### src/rtl/e203_irq_stim_gen.sv
`default_nettype none
// =============================================================================
// e203_irq_stim_gen: commit-PC driven random ext/sft/tmr interrupt generator
// Rev 1.0
// =============================================================================
module e203_irq_stim_gen #(
    parameter int unsigned        PC_SIZE    = 32,
    parameter logic [PC_SIZE-1:0] START_PC   = 32'h8000_015C,
    parameter logic [PC_SIZE-1:0] EXT_ACK_PC = 32'h8000_00A6,
    parameter logic [PC_SIZE-1:0] SFT_ACK_PC = 32'h8000_00BE,
    parameter logic [PC_SIZE-1:0] TMR_ACK_PC = 32'h8000_00D6,
    parameter logic [PC_SIZE-1:0] TOHOST_PC  = 32'h8000_0086,
    parameter logic [31:0]        STOP_CNT   = 32'd32,
    parameter int unsigned        DLY_W      = 10,
    parameter logic [31:0]        LFSR_SEED  = 32'h1ACE_B00C
) (
    input  logic               hfclk,
    input  logic               rst_n,
    input  logic               en,
    input  logic               cmt_valid,
    input  logic [PC_SIZE-1:0] cmt_pc,
    output logic               ext_irq,
    output logic               sft_irq,
    output logic               tmr_irq,
    output logic [31:0]        tohost_cnt,
    output logic [15:0]        ext_srv_cnt,
    output logic [15:0]        sft_srv_cnt,
    output logic [15:0]        tmr_srv_cnt,
    output logic               active,
    output logic               done
);

    localparam logic [31:0]  LFSR_POLY = 32'h8020_0003;
    localparam logic [31:0]  SEED_EFF  = (LFSR_SEED == 32'd0) ? 32'd1 : LFSR_SEED;
    localparam logic [DLY_W:0] CNT_ONE = {{DLY_W{1'b0}}, 1'b1};

    typedef enum logic [1:0] {
        G_IDLE = 2'd0,
        G_RUN  = 2'd1,
        G_STOP = 2'd2
    } gstate_e;

    typedef enum logic [1:0] {
        C_OFF    = 2'd0,
        C_DLY    = 2'd1,
        C_ASSERT = 2'd2
    } cstate_e;

    gstate_e         g_state;
    gstate_e         g_state_nxt;
    logic [31:0]     lfsr;
    logic [31:0]     lfsr_nxt;
    logic            hit_start;
    logic            hit_tohost;
    logic [2:0]      hit_ack;
    logic            stop;
    logic            g_run;
    logic [2:0]      ch_off;
    logic            all_off;
    logic [2:0]      irq_vec;
    logic [2:0][15:0] srv_vec;

    assign hit_start  = cmt_valid && (cmt_pc == START_PC);
    assign hit_tohost = cmt_valid && (cmt_pc == TOHOST_PC);
    assign hit_ack    = {cmt_valid && (cmt_pc == TMR_ACK_PC),
                         cmt_valid && (cmt_pc == SFT_ACK_PC),
                         cmt_valid && (cmt_pc == EXT_ACK_PC)};
    assign stop       = (tohost_cnt > STOP_CNT);
    assign g_run      = (g_state == G_RUN);
    assign all_off    = &ch_off;

    always_ff @(posedge hfclk or negedge rst_n) begin
        if (!rst_n) begin
            tohost_cnt <= 32'd0;
        end else if (hit_tohost && (tohost_cnt != 32'hFFFF_FFFF)) begin
            tohost_cnt <= tohost_cnt + 32'd1;
        end
    end

    // Galois LFSR advances only while stimulus is running
    assign lfsr_nxt = lfsr[0] ? ((lfsr >> 1) ^ LFSR_POLY) : (lfsr >> 1);

    always_ff @(posedge hfclk or negedge rst_n) begin
        if (!rst_n) begin
            lfsr <= SEED_EFF;
        end else if (g_run) begin
            lfsr <= lfsr_nxt;
        end
    end

    always_ff @(posedge hfclk or negedge rst_n) begin
        if (!rst_n) begin
            g_state <= G_IDLE;
        end else begin
            g_state <= g_state_nxt;
        end
    end

    always_comb begin
        g_state_nxt = g_state;
        case (g_state)
            G_IDLE: if (en && hit_start) g_state_nxt = G_RUN;
            G_RUN: begin
                if (stop && all_off) begin
                    g_state_nxt = G_STOP;
                end else if (!en && all_off) begin
                    g_state_nxt = G_IDLE;
                end
            end
            G_STOP:  g_state_nxt = G_STOP;
            default: g_state_nxt = G_IDLE;
        endcase
    end

    for (genvar i = 0; i < 3; i++) begin : g_chan
        cstate_e      ch_state;
        cstate_e      ch_state_nxt;
        logic [DLY_W:0] cnt;
        logic [DLY_W:0] cnt_nxt;
        logic [DLY_W:0] dly_load;
        logic         irq_q;
        logic         irq_nxt;
        logic [15:0]  srv;
        logic [15:0]  srv_nxt;
        logic         halt;

        // each channel draws its delay from a disjoint 10-bit lane of the LFSR
        assign dly_load = {1'b0, lfsr[i*10 +: DLY_W]} + CNT_ONE;
        assign halt     = !en || stop;

        always_comb begin
            ch_state_nxt = ch_state;
            cnt_nxt      = cnt;
            srv_nxt      = srv;
            case (ch_state)
                C_OFF: begin
                    if (g_run && !halt) begin
                        ch_state_nxt = C_DLY;
                        cnt_nxt      = dly_load;
                    end
                end
                C_DLY: begin
                    if (halt) begin
                        ch_state_nxt = C_OFF;
                        cnt_nxt      = '0;
                    end else if (cnt == CNT_ONE) begin
                        ch_state_nxt = C_ASSERT;
                        cnt_nxt      = '0;
                    end else begin
                        cnt_nxt = cnt - CNT_ONE;
                    end
                end
                C_ASSERT: begin
                    // only the handler-exit commit may release an asserted IRQ
                    if (hit_ack[i]) begin
                        srv_nxt = srv + 16'd1;
                        if (halt) begin
                            ch_state_nxt = C_OFF;
                        end else begin
                            ch_state_nxt = C_DLY;
                            cnt_nxt      = dly_load;
                        end
                    end
                end
                default: begin
                    ch_state_nxt = C_OFF;
                    cnt_nxt      = '0;
                end
            endcase
            irq_nxt = (ch_state_nxt == C_ASSERT);
        end

        always_ff @(posedge hfclk or negedge rst_n) begin
            if (!rst_n) begin
                ch_state <= C_OFF;
                cnt      <= '0;
                irq_q    <= 1'b0;
                srv      <= 16'd0;
            end else begin
                ch_state <= ch_state_nxt;
                cnt      <= cnt_nxt;
                irq_q    <= irq_nxt;
                srv      <= srv_nxt;
            end
        end

        assign irq_vec[i] = irq_q;
        assign srv_vec[i] = srv;
        assign ch_off[i]  = (ch_state == C_OFF);
    end

    assign ext_irq     = irq_vec[0];
    assign sft_irq     = irq_vec[1];
    assign tmr_irq     = irq_vec[2];
    assign ext_srv_cnt = srv_vec[0];
    assign sft_srv_cnt = srv_vec[1];
    assign tmr_srv_cnt = srv_vec[2];
    assign active      = (g_state == G_RUN);
    assign done        = (g_state == G_STOP);

endmodule
`default_nettype wire

### config.mk
export PLATFORM = sky130hd
export DESIGN_NAME = e203_irq_stim_gen
export DESIGN_NICKNAME = d
export VERILOG_FILES = /design/src/rtl/e203_irq_stim_gen.sv
export SDC_FILE = /design/constraint.sdc
export NUM_CORES = 1
export LEC_CHECK = 0
export ABC_CLOCK_PERIOD_IN_PS = 6900
export CORE_UTILIZATION = 55
export DETAILED_ROUTE_END_ITERATION = 12
export HOLD_SLACK_MARGIN = 0.05
export PLACE_DENSITY = 0.79
export SLEW_MARGIN = 0
export SYNTH_ARGS = -nofsm -noshare
export SYNTH_HDL_FRONTEND = slang
export SYNTH_SLANG_ARGS = --single-unit
### constraint.sdc
create_clock -name hfclk -period 6.9 [get_ports hfclk]
set_input_delay 1.725 -clock hfclk [delete_from_list [all_inputs] [get_ports hfclk]]
set_output_delay 1.725 -clock hfclk [all_outputs]
set_load 0.05 [all_outputs]
==> run_results.csv, run 1 <==
group,metric,value,unit
routing,drt_wl_total,20800,µm
cts,cts_resized,0,
synthesis,postSynthAreaPerCell,9.46,µm²
global_routing,grt_pass1_vias,7214,
timing,rsz0062_at_grt,"no",
power_and_ir_drop,pwr-share-comb,2.6,%
timing,final-hold-violation-count,0,
final_layout,nFillCells,1202,
floorplan,initial_core_util,56.9,%
synthesis,synth_nets,971,
flow_run,cap_violations,0,
power_and_ir_drop,ir_drop,177,µV
placed_design,hpwl,14700,µm
worst_setup_path,cp_slowest_stage_delay,0.92,ns
floorplan,dieArea,0.0163,mm²
worst_setup_path,required,5.18,ns
cts,cts.sinks,156,
min_path,hp-class,"register to register",
timing,finalCriticalPeriod,4.37,ns
power_and_ir_drop,intPower,0.00149,W
synthesis,yosysMostFrequentCell,"dfrtp_1",
cts,cts-htree-levels,4,
power_and_ir_drop,leakage,4.63,nW
synthesis,synth-main-ff-cell,"dfrtp_1",
synthesis,ys_async_sr_fraction,100,%
routing,dr.pass1.iters,5,
worst_setup_path,crit_chain,"nand2b_1, buf_4, inv_2, clkdlybuf4s50_1",
power_and_ir_drop,powerDensity,182,mW/mm²
final_layout,fin_nets,1076,
worst_setup_path,arrival,2.65,ns
synthesis,synth.distinct_cells,77,
synthesis,ys_seq_elements,156,
synthesis,synth_common_cells,"dfrtp_1, nand2_1, xnor2_1, nand3_1, nor2_1",
final_layout,areaGrowthSynthToFinish,22.3,%
power_and_ir_drop,clkPwrFrac,50.2,%
routing,wl_per_cell,16.6,µm
floorplan,core,0.0153,mm²
synthesis,yosysWarnings,0,
timing,tightest_slew,0.978,ns
worst_setup_path,crit_start,"g_state[1]",
global_routing,grt_antenna_before_repair,0,
worst_setup_path,cp_slowest_cell,"clkdlybuf4s50_1",
timing,setup_viol,0,
worst_setup_path,crit_path_start_kind,"register",
cts,cts_tree,"yes",
routing,drc_errors,0,
routing,first_iter_violations,628,
final_layout,regArea,0.00392,mm²
floorplan,io_pins,121,
worst_setup_path,end_kind,"output pin",
synthesis,synth-edff-count,0,
timing,timing.final.crit_share,63.4,%
cts,root_buffer,"clkbuf_16",
placed_design,dp_cells,1218,
routing,viasPerCell,5.87,
worst_setup_path,critPathKind,"register to output pin",
cts,insertion_delay,0.44,ns
timing,slew_headroom,34.8,%
placed_design,pre_cts_ws,2.23,ns
worst_setup_path,worstReg2RegStart,"g_chan[1].ch_state[0]",
synthesis,synth_top_area_share,41.1,%
timing,worst_slack,2.53,ns
global_routing,grt_pass1_wl,35200,µm
synthesis,synth.yosys.seq_area_share,45.0,%
global_routing,grt_max_degree,108,
power_and_ir_drop,p_seq_share,47.2,%
routing,ant_nets,0,
cts,cts_setup_buffers,0,
power_and_ir_drop,switchingPower,0.000443,W
placed_design,gp_congestion,0.874,
final_layout,stdcell_count,1250,
routing,num_vias,7342,
final_layout,layout-drive-gt1-share,7.31,%
cts,postCtsHoldBufs,0,
timing,clock_skew,0.0132,ns
synthesis,synthesis.area,0.00871,mm²
floorplan,rows,45,
floorplan,fp.dieW,128,µm
power_and_ir_drop,swShare,22.9,%
timing,setup_tns,0,ns
synthesis,synth.area.top_cells,"dfrtp_1, xnor2_1, nand2_1",
timing,final_max_slew_viol_count,0,
placed_design,port_buffers,120,
placed_design,dpl_cell_area,0.0100,mm²
run_status,status,"complete, no violations",
power_and_ir_drop,power,0.00194,W
final_layout,final_area,0.0107,mm²
worst_setup_path,cp_max_fo,37,
synthesis,postSynthCellCount,921,
cts,path_clk_slew,0.06,ns
synthesis,yosysTopAreaCell,"dfrtp_1",
floorplan,die_h,128,µm
global_routing,grtUsageTotal,27.2,%
timing,fmax,0.229,GHz
global_routing,grt-ovfl-total,0,
final_layout,diodes,0,
cts,clockBufferDepth,2,
cts,cts_made_buffers,17,
final_layout,multiInputGateArea,0.00452,mm²
min_path,worstHoldStart,"sft_srv_cnt[15]",
==> routing by layer <==
layer	part of all wire [%]	vias up	global-route usage, %
li1	-	3508	-
met1	45	3575	35.3
met2	48	220	44.9
met3	4.3	39	4.88
met4	2.3	0	11.1
met5	0	-	0
==> cell families after synthesis <==
logic type | after synthesis | synth area share, %
AO/OA/AOI/OAI | 108 | 8.33
AND/OR/NAND/NOR | 449 | 28.6
XOR/XNOR | 109 | 11.0
buffers and inverters | 68 | 3.07
flip-flops | 156 | 45.0
multiplexers | 17 | 2.03
adder cells (fa/ha/maj) | 14 | 2.01
==> placed cells by master, fill, tap and decap left out, types with 4 or more instances in the layout <==
master	synthesis	routed
dfrtp_1	143	143
nand2_1	130	130
clkdlybuf4s50_1	0	119
xnor2_1	67	67
nand3_1	62	62
nor2_1	58	58
xor2_1	42	42
nor3_1	37	37
nand4_1	31	31
inv_1	30	30
o21ai_0	23	23
nor4_1	20	20
and3_1	20	20
clkbuf_16	0	17
and4_1	16	16
ha_1	14	14
a21oi_1	13	13
o22ai_1	13	13
dfstp_2	13	13
mux2i_1	12	12
and2_1	9	9
o21ai_1	8	8
inv_6	0	8
nand2b_1	7	7
or4_1	7	7
nand3b_1	7	7
or3_1	7	7
o31ai_1	6	6
a22oi_1	6	6
nor4b_1	5	5
mux2_2	5	5
and4b_1	4	4
==> critical path: cells and delay by family (launching register included) <==
kind / cells / cell delay (ns)
buf+inv: 3 / 1.67
flops: 1 / 0.38
simple gates: 1 / 0.15
==> per-stage QoR <==
step / hold WS (ns) / utilization, %
6_report: 0.471 / 69.6
3_5_place_dp: 0.465 / 65.6
2_1_floorplan: 0.439 / -
4_1_cts: 0.474 / 69.6
3_3_place_gp: 0.453 / 65.6
5_1_grt: 0.484 / 69.6
==> power groups by stage <==
stage | Sequential (W) | Clock, W | Combinational, W
after floorplan | 0.000932 | 0 | 0.00000779
after global placement | 0.000932 | 0 | 0.0000501
after detailed placement | 0.000932 | 0 | 0.0000513
after CTS | 0.000915 | 0.000982 | 0.0000515
after global routing | 0.000914 | 0.00103 | 0.0000559
final | 0.000915 | 0.000972 | 0.0000503
==> registers in the layout (all words and copies together) (netlist names) <==
| register | count |
|---|---|
| tohost_cnt | 32 |
| g_chan.cnt | 33 |
| ext_srv_cnt | 16 |
| tmr_irq | 1 |
| sft_srv_cnt | 16 |
| sft_irq | 1 |
| g_state | 2 |
| g_chan.ch_state | 6 |
| tmr_srv_cnt | 16 |
| lfsr | 32 |
| ext_irq | 1 |
==> cell type report <==
type / count / area share (%)
Multi-Input combinational cell: 697 / 42.4
Sequential cell: 156 / 36.8
Timing Repair Buffer: 122 / 11.4
Clock buffer: 18 / 4.12
Tap cell: 211 / 2.48
Clock inverter: 14 / 1.60
Inverter: 32 / 1.13
==> path summary, 6_finish.rpt <==
check / to / slack [ns] / depth (start not counted)
max in group asynchronous: g_chan[1].cnt[2] / 4.31 / 2
worst min-delay path: sft_srv_cnt[15] / 0.47 / 1
worst max register to register: g_chan[1].cnt[5] / 3.93 / 5
worst min register to register: sft_srv_cnt[15] / 0.47 / 1
min in group asynchronous: ext_srv_cnt[11] / 1.38 / 1
worst max-delay path: active / 2.53 / 4
Power figures use the tool's default switching activity.
==> run 2: changes to the inputs <==
Settings changed: ABC_CLOCK_PERIOD_IN_PS 6900 to 4100.
Clock period 6.9 ns to 4.1 ns, I/O delays scaled along.
==> run 2 against run 1 <==
Against the previous run: register-to-register slack got worse by 2.6 ns; via count grew 0.26%; wire length decreased by 0.86%; clock power increased by 62%; total power is 65% higher; first-iteration DRC count decreased by 11%; clock skew is 0.0014 ns higher; worst setup slack got worse by 1.7 ns; non-clock buffer count is 8 higher; critical path type is now input port to register.
==> run_results.csv, run 2 (synthesized netlist as in run 1, its figures left out) <==
group,metric,value,unit
final_layout,nFillCells,1209,
timing,finalCriticalPeriod,3.29,ns
power_and_ir_drop,ir_drop,313,µV
cts,cts-htree-levels,4,
global_routing,grt_pass1_vias,7031,
final_layout,final_common_cell,"dfrtp_1",
cts,cts_resized,0,
timing,setup_viol,0,
power_and_ir_drop,pwr-share-comb,2.7,%
floorplan,die_h,128,µm
flow_run,cap_violations,0,
run_status,status,"complete, no violations",
routing,num_vias,7361,
final_layout,largest_register_ffs,33,
worst_setup_path,required,4.45,ns
final_layout,diodes,0,
placed_design,hpwl,14800,µm
worst_setup_path,critPathKind,"input port to register",
worst_setup_path,cp_slowest_cell,"nor4b_1",
worst_setup_path,crit_path_start_kind,"input port",
global_routing,grt_antenna_before_repair,0,
cts,root_buffer,"clkbuf_16",
floorplan,io_pins,121,
power_and_ir_drop,powerDensity,299,mW/mm²
min_path,min_delay_path_depth,1,
routing,dr.pass1.iters,5,
global_routing,grt_use_met2,44.4,%
placed_design,gp_congestion,0.885,
timing,final_max_slew_viol_count,0,
worst_setup_path,reg2reg_depth,8,
routing,ant_nets,0,
global_routing,use_met1,35.6,%
floorplan,rows,45,
global_routing,grtUsageTotal,26.7,%
global_routing,gr-max-usage-layer,"met2",
power_and_ir_drop,clkPwrFrac,49.1,%
global_routing,met3_usage,4.17,%
cts,path_clk_slew,0.07,ns
timing,timing.final.crit_share,80.3,%
final_layout,top_regs,"g_chan.cnt x33, lfsr x32, tohost_cnt x32",
floorplan,core,0.0153,mm²
final_layout,layout-drive-gt1-share,7.83,%
routing,viasPerCell,5.85,
cts,cts.sinks,156,
global_routing,grt_max_degree,86,
final_layout,final_area,0.0107,mm²
min_path,hp-class,"register to register",
final_layout,postLayoutCoreUtil,69.8,%
power_and_ir_drop,leakage,4.65,nW
floorplan,fp.dieW,128,µm
placed_design,dpl_cell_area,0.0101,mm²
placed_design,port_buffers,120,
timing,setup_tns,0,ns
power_and_ir_drop,intPower,0.00250,W
worst_setup_path,cp_max_fo,7,
global_routing,grt_pass1_wl,34600,µm
timing,tightest_slew,0.892,ns
worst_setup_path,rrSetupSlack,1.37,ns
final_layout,layout_common_cells,"dfrtp_1, nand2_1, clkdlybuf4s50_1",
worst_setup_path,crit_chain,"clkdlybuf4s50_1, nor4b_1, nand3_1, nor4_4, nand4_1, nor3_1, xor2_1",
floorplan,dieArea,0.0163,mm²
worst_setup_path,timing.rr.end,"g_chan[0].cnt[5]",
worst_setup_path,crit_buf_inv,1,
cts,insertion_delay,0.43,ns
final_layout,areaGrowthSynthToFinish,22.7,%
cts,postCtsHoldBufs,0,
cts,cts_tree,"yes",
routing,wl_per_cell,16.4,µm
worst_setup_path,worstReg2RegStart,"tohost_cnt[0]",
timing,clock_skew,0.0146,ns
timing,rsz0062_at_grt,"no",
global_routing,grt-ovfl-total,0,
power_and_ir_drop,switchingPower,0.000697,W
timing,holdWs,0.465,ns
routing,first_iter_violations,562,
timing,fmax,0.304,GHz
routing,drc_errors,0,
final_layout,largest_register,"g_chan.cnt",
power_and_ir_drop,p_seq_share,48.2,%
timing,final-hold-violation-count,0,
worst_setup_path,arrival,3.64,ns
final_layout,fin_nets,1084,
cts,cts_made_buffers,17,
cts,clockBufferDepth,2,
min_path,worstHoldStart,"tmr_srv_cnt[15]",
worst_setup_path,cp_slowest_stage_delay,0.64,ns
min_path,hold_end,"tmr_srv_cnt[15]",
cts,cts_setup_buffers,0,
worst_setup_path,end_kind,"register",
floorplan,initial_core_util,56.9,%
routing,drt_wl_total,20600,µm
timing,slew_headroom,40.5,%
power_and_ir_drop,swShare,21.8,%
worst_setup_path,crit_family,"simple AND/OR/NAND/NOR gates",
run 2: area by class of cell:
class                      instances  area (µm²)  area share [%]
tap                              211         264            2.47
clock buffer                      20         447            4.18
inverter                          32         120            1.12
clock inverter                    12         138            1.29
sequential                       156        3920            36.7
multi-input combinational        697        4520            42.3
timing repair buffer             130        1280            12.0
run 2: worst max path at each step:
stage / from / to / slack (ns) / cells after the start
after global routing: cmt_pc[12] / sft_srv_cnt[15] / 0.63 / 7
after detailed placement: cmt_pc[12] / sft_srv_cnt[15] / 0.33 / 7
after CTS: cmt_pc[12] / sft_srv_cnt[15] / 0.77 / 7
after floorplan: cmt_pc[12] / g_chan[0].cnt[0] / 1.10 / 6
final: cmt_pc[12] / sft_srv_cnt[15] / 0.81 / 7
after global placement: cmt_pc[12] / sft_srv_cnt[15] / 0.46 / 7
run 2: power groups by stage:
stage / clock network (W) / logic (W) / registers (W)
3_5_place_dp: 0 / 0.0000881 / 0.00157
3_3_place_gp: 0 / 0.0000869 / 0.00157
4_1_cts: 0.00159 / 0.0000883 / 0.00154
6_report: 0.00157 / 0.0000862 / 0.00154
5_1_grt: 0.00166 / 0.0000958 / 0.00154
2_1_floorplan: 0 / 0.0000131 / 0.00157
run 2: stage by stage:
step           worst slack [ns]  total power [W]  instances
3_5_place_dp              0.333          0.00166       1226
3_3_place_gp              0.464          0.00165       1226
4_1_cts                   0.772          0.00322       1258
2_1_floorplan              1.10          0.00158        921
5_1_grt                   0.629          0.00329       1258
6_report                  0.808          0.00319       1258
run 2: routing by layer:
| metal | routed length, µm | share of wire, % |
|---|---|---|
| met1 | 9380 | 45 |
| met2 | 10100 | 49 |
| met3 | 770 | 3.7 |
| met4 | 356 | 1.7 |
| met5 | 0 | 0 |
==> run 3: changes to the inputs <==
Settings changed: ABC_CLOCK_PERIOD_IN_PS 4100 to 2800, CORE_UTILIZATION 55 to 50, PLACE_DENSITY 0.79 to 0.76.
Clock period 4.1 ns to 2.8 ns, I/O delays scaled along.
==> run 3 against run 2 <==
Against the previous run: first-iteration DRC count fell by 15%; total power rose by 48%; critical endpoint is now tmr_srv_cnt[1]; global-route usage fell by 0.81 points.
==> run_results.csv, run 3 (synthesized netlist as in run 1, its figures left out) <==
group,metric,value,unit
routing,wl_per_cell,16.5,µm
final_layout,layout_common_cells,"dfrtp_1, nand2_1, clkdlybuf4s50_1",
worst_setup_path,cp_max_fo,3,
cts,cts.sinks,156,
floorplan,rows,47,
global_routing,grtUsageTotal,25.9,%
power_and_ir_drop,intPower,0.00361,W
cts,postCtsHoldBufs,0,
power_and_ir_drop,clkPwrFrac,49.0,%
floorplan,dieArea,0.0179,mm²
placed_design,gp_congestion,0.908,
global_routing,grt_max_degree,55,
worst_setup_path,arrival,3.10,ns
power_and_ir_drop,pwr-share-comb,3.2,%
timing,final-hold-violation-count,0,
final_layout,final_common_cell,"dfrtp_1",
timing,slew_headroom,57.1,%
worst_setup_path,cp_slowest_cell,"or4b_4",
global_routing,grt-ovfl-total,0,
worst_setup_path,crit_chain,"clkdlybuf4s50_1, or4b_4, nor4b_4, nand4_1, nor3b_4, buf_4, mux2_2",
worst_setup_path,cp_slowest_stage_delay,0.57,ns
floorplan,fp.dieW,134,µm
cts,cts_tree,"yes",
timing,final_max_slew_viol_count,0,
run_status,status,"complete, no violations",
worst_setup_path,crit_buf_inv,2,
worst_setup_path,crit_family,"simple AND/OR/NAND/NOR gates",
cts,clockBufferDepth,2,
floorplan,initial_core_util,51.8,%
floorplan,die_h,134,µm
final_layout,diodes,0,
timing,clock_skew,0.00841,ns
placed_design,hpwl,15900,µm
final_layout,largest_register,"g_chan.cnt",
routing,first_iter_violations,477,
final_layout,areaGrowthSynthToFinish,29.1,%
routing,ant_nets,0,
power_and_ir_drop,p_seq_share,47.8,%
final_layout,largest_register_ffs,33,
power_and_ir_drop,powerDensity,419,mW/mm²
floorplan,io_pins,121,
cts,cts_made_buffers,17,
flow_run,cap_violations,0,
min_path,hp-class,"input port to async pin",
global_routing,grt_pass1_wl,36800,µm
final_layout,top_regs,"g_chan.cnt x33, lfsr x32, tohost_cnt x32",
floorplan,core,0.0168,mm²
global_routing,grt_antenna_before_repair,0,
placed_design,dpl_cell_area,0.0106,mm²
timing,tightest_slew,0.638,ns
timing,fmax,0.360,GHz
routing,drt_wl_total,21900,µm
placed_design,port_buffers,120,
worst_setup_path,end_kind,"register",
worst_setup_path,critPathKind,"input port to register",
cts,cts-htree-levels,4,
cts,path_clk_slew,0.07,ns
final_layout,layout-drive-gt1-share,13.7,%
timing,finalCriticalPeriod,2.78,ns
global_routing,grt_pass1_vias,7377,
timing,timing.final.crit_share,99.3,%
routing,num_vias,7628,
timing,setup_tns,0,ns
power_and_ir_drop,leakage,4.99,nW
final_layout,fin_nets,1140,
power_and_ir_drop,ir_drop,451,µV
power_and_ir_drop,switchingPower,0.00110,W
power_and_ir_drop,swShare,23.4,%
final_layout,final_area,0.0112,mm²
routing,drc_errors,0,
worst_setup_path,crit_path_start_kind,"input port",
routing,viasPerCell,5.77,
cts,insertion_delay,0.43,ns
cts,root_buffer,"clkbuf_16",
routing,dr.pass1.iters,5,
worst_setup_path,required,3.12,ns
timing,setup_viol,0,
-- run 3: path summary, 6_finish.rpt --
check | from | end | slack (ns) | depth (start not counted)
setup / recovery | cmt_pc[15] | tmr_srv_cnt[1] | 0.02 | 7
hold reg to reg | lfsr[31] | lfsr[30] | 0.46 | 2
setup reg to reg | tohost_cnt[17] | g_chan[0].cnt[7] | 0.23 | 7
max in group asynchronous | rst_n | lfsr[18] | 1.79 | 2
hold / removal | rst_n | ext_srv_cnt[11] | 0.21 | 1
min in group hfclk | lfsr[31] | lfsr[30] | 0.46 | 2
-- run 3: area by class of cell --
class,count,area (µm²)
clock buffers,18,439
clock inverters,14,146
flip-flops and latches,156,3920
inverters,32,120
well taps,220,275
multi-input cells,697,4570
fillers,1329,5570
repair buffers,186,1770
-- run 3: routing by layer --
layer	part of all wire (%)	global-route usage [%]	wire length (µm)	vias to the layer above
met5	0	0	0	-
met4	1.9	9.34	414	0
met3	4.7	5.06	1020	34
met2	49	42.4	10800	216
met1	44	34.1	9710	3735
li1	-	-	-	3643
-- run 3: worst register-to-register path: stages, from the launching register on --
cell and delay, ns:
dfrtp_1 0.45, nor4_1 0.51, and3_1 0.35, nand4b_4 0.12, buf_4 0.21, nor4_1 0.54
a21oi_1 0.15, o22ai_1 0.16
-- run 3: through the flow --
stage          power [W]  cells  setup WS, ns  utilization, %  hold WS, ns
5_1_grt          0.00485   1323       -0.0393            66.9        0.236
3_5_place_dp     0.00244   1289        -0.418            62.9        0.455
2_1_floorplan    0.00232    921         0.127               -        0.404
3_3_place_gp     0.00244   1289        -0.393            62.9        0.451
6_report         0.00471   1323        0.0206            66.9        0.208
4_1_cts          0.00474   1321       0.00560            66.4        0.225
-- run 3: timing repair --
action,4_1_cts,5_1_grt
resized for setup,0,16
setup endpoints to repair,0,30
setup buffers,0,2
-- run 3: power groups by stage --
stage	Sequential, W	Combinational, W	Clock (W)
final	0.00225	0.000149	0.00231
after global routing	0.00225	0.000166	0.00244
after CTS	0.00225	0.000148	0.00234
after detailed placement	0.00230	0.000148	0
after global placement	0.00230	0.000146	0
after floorplan	0.00230	0.0000192	0
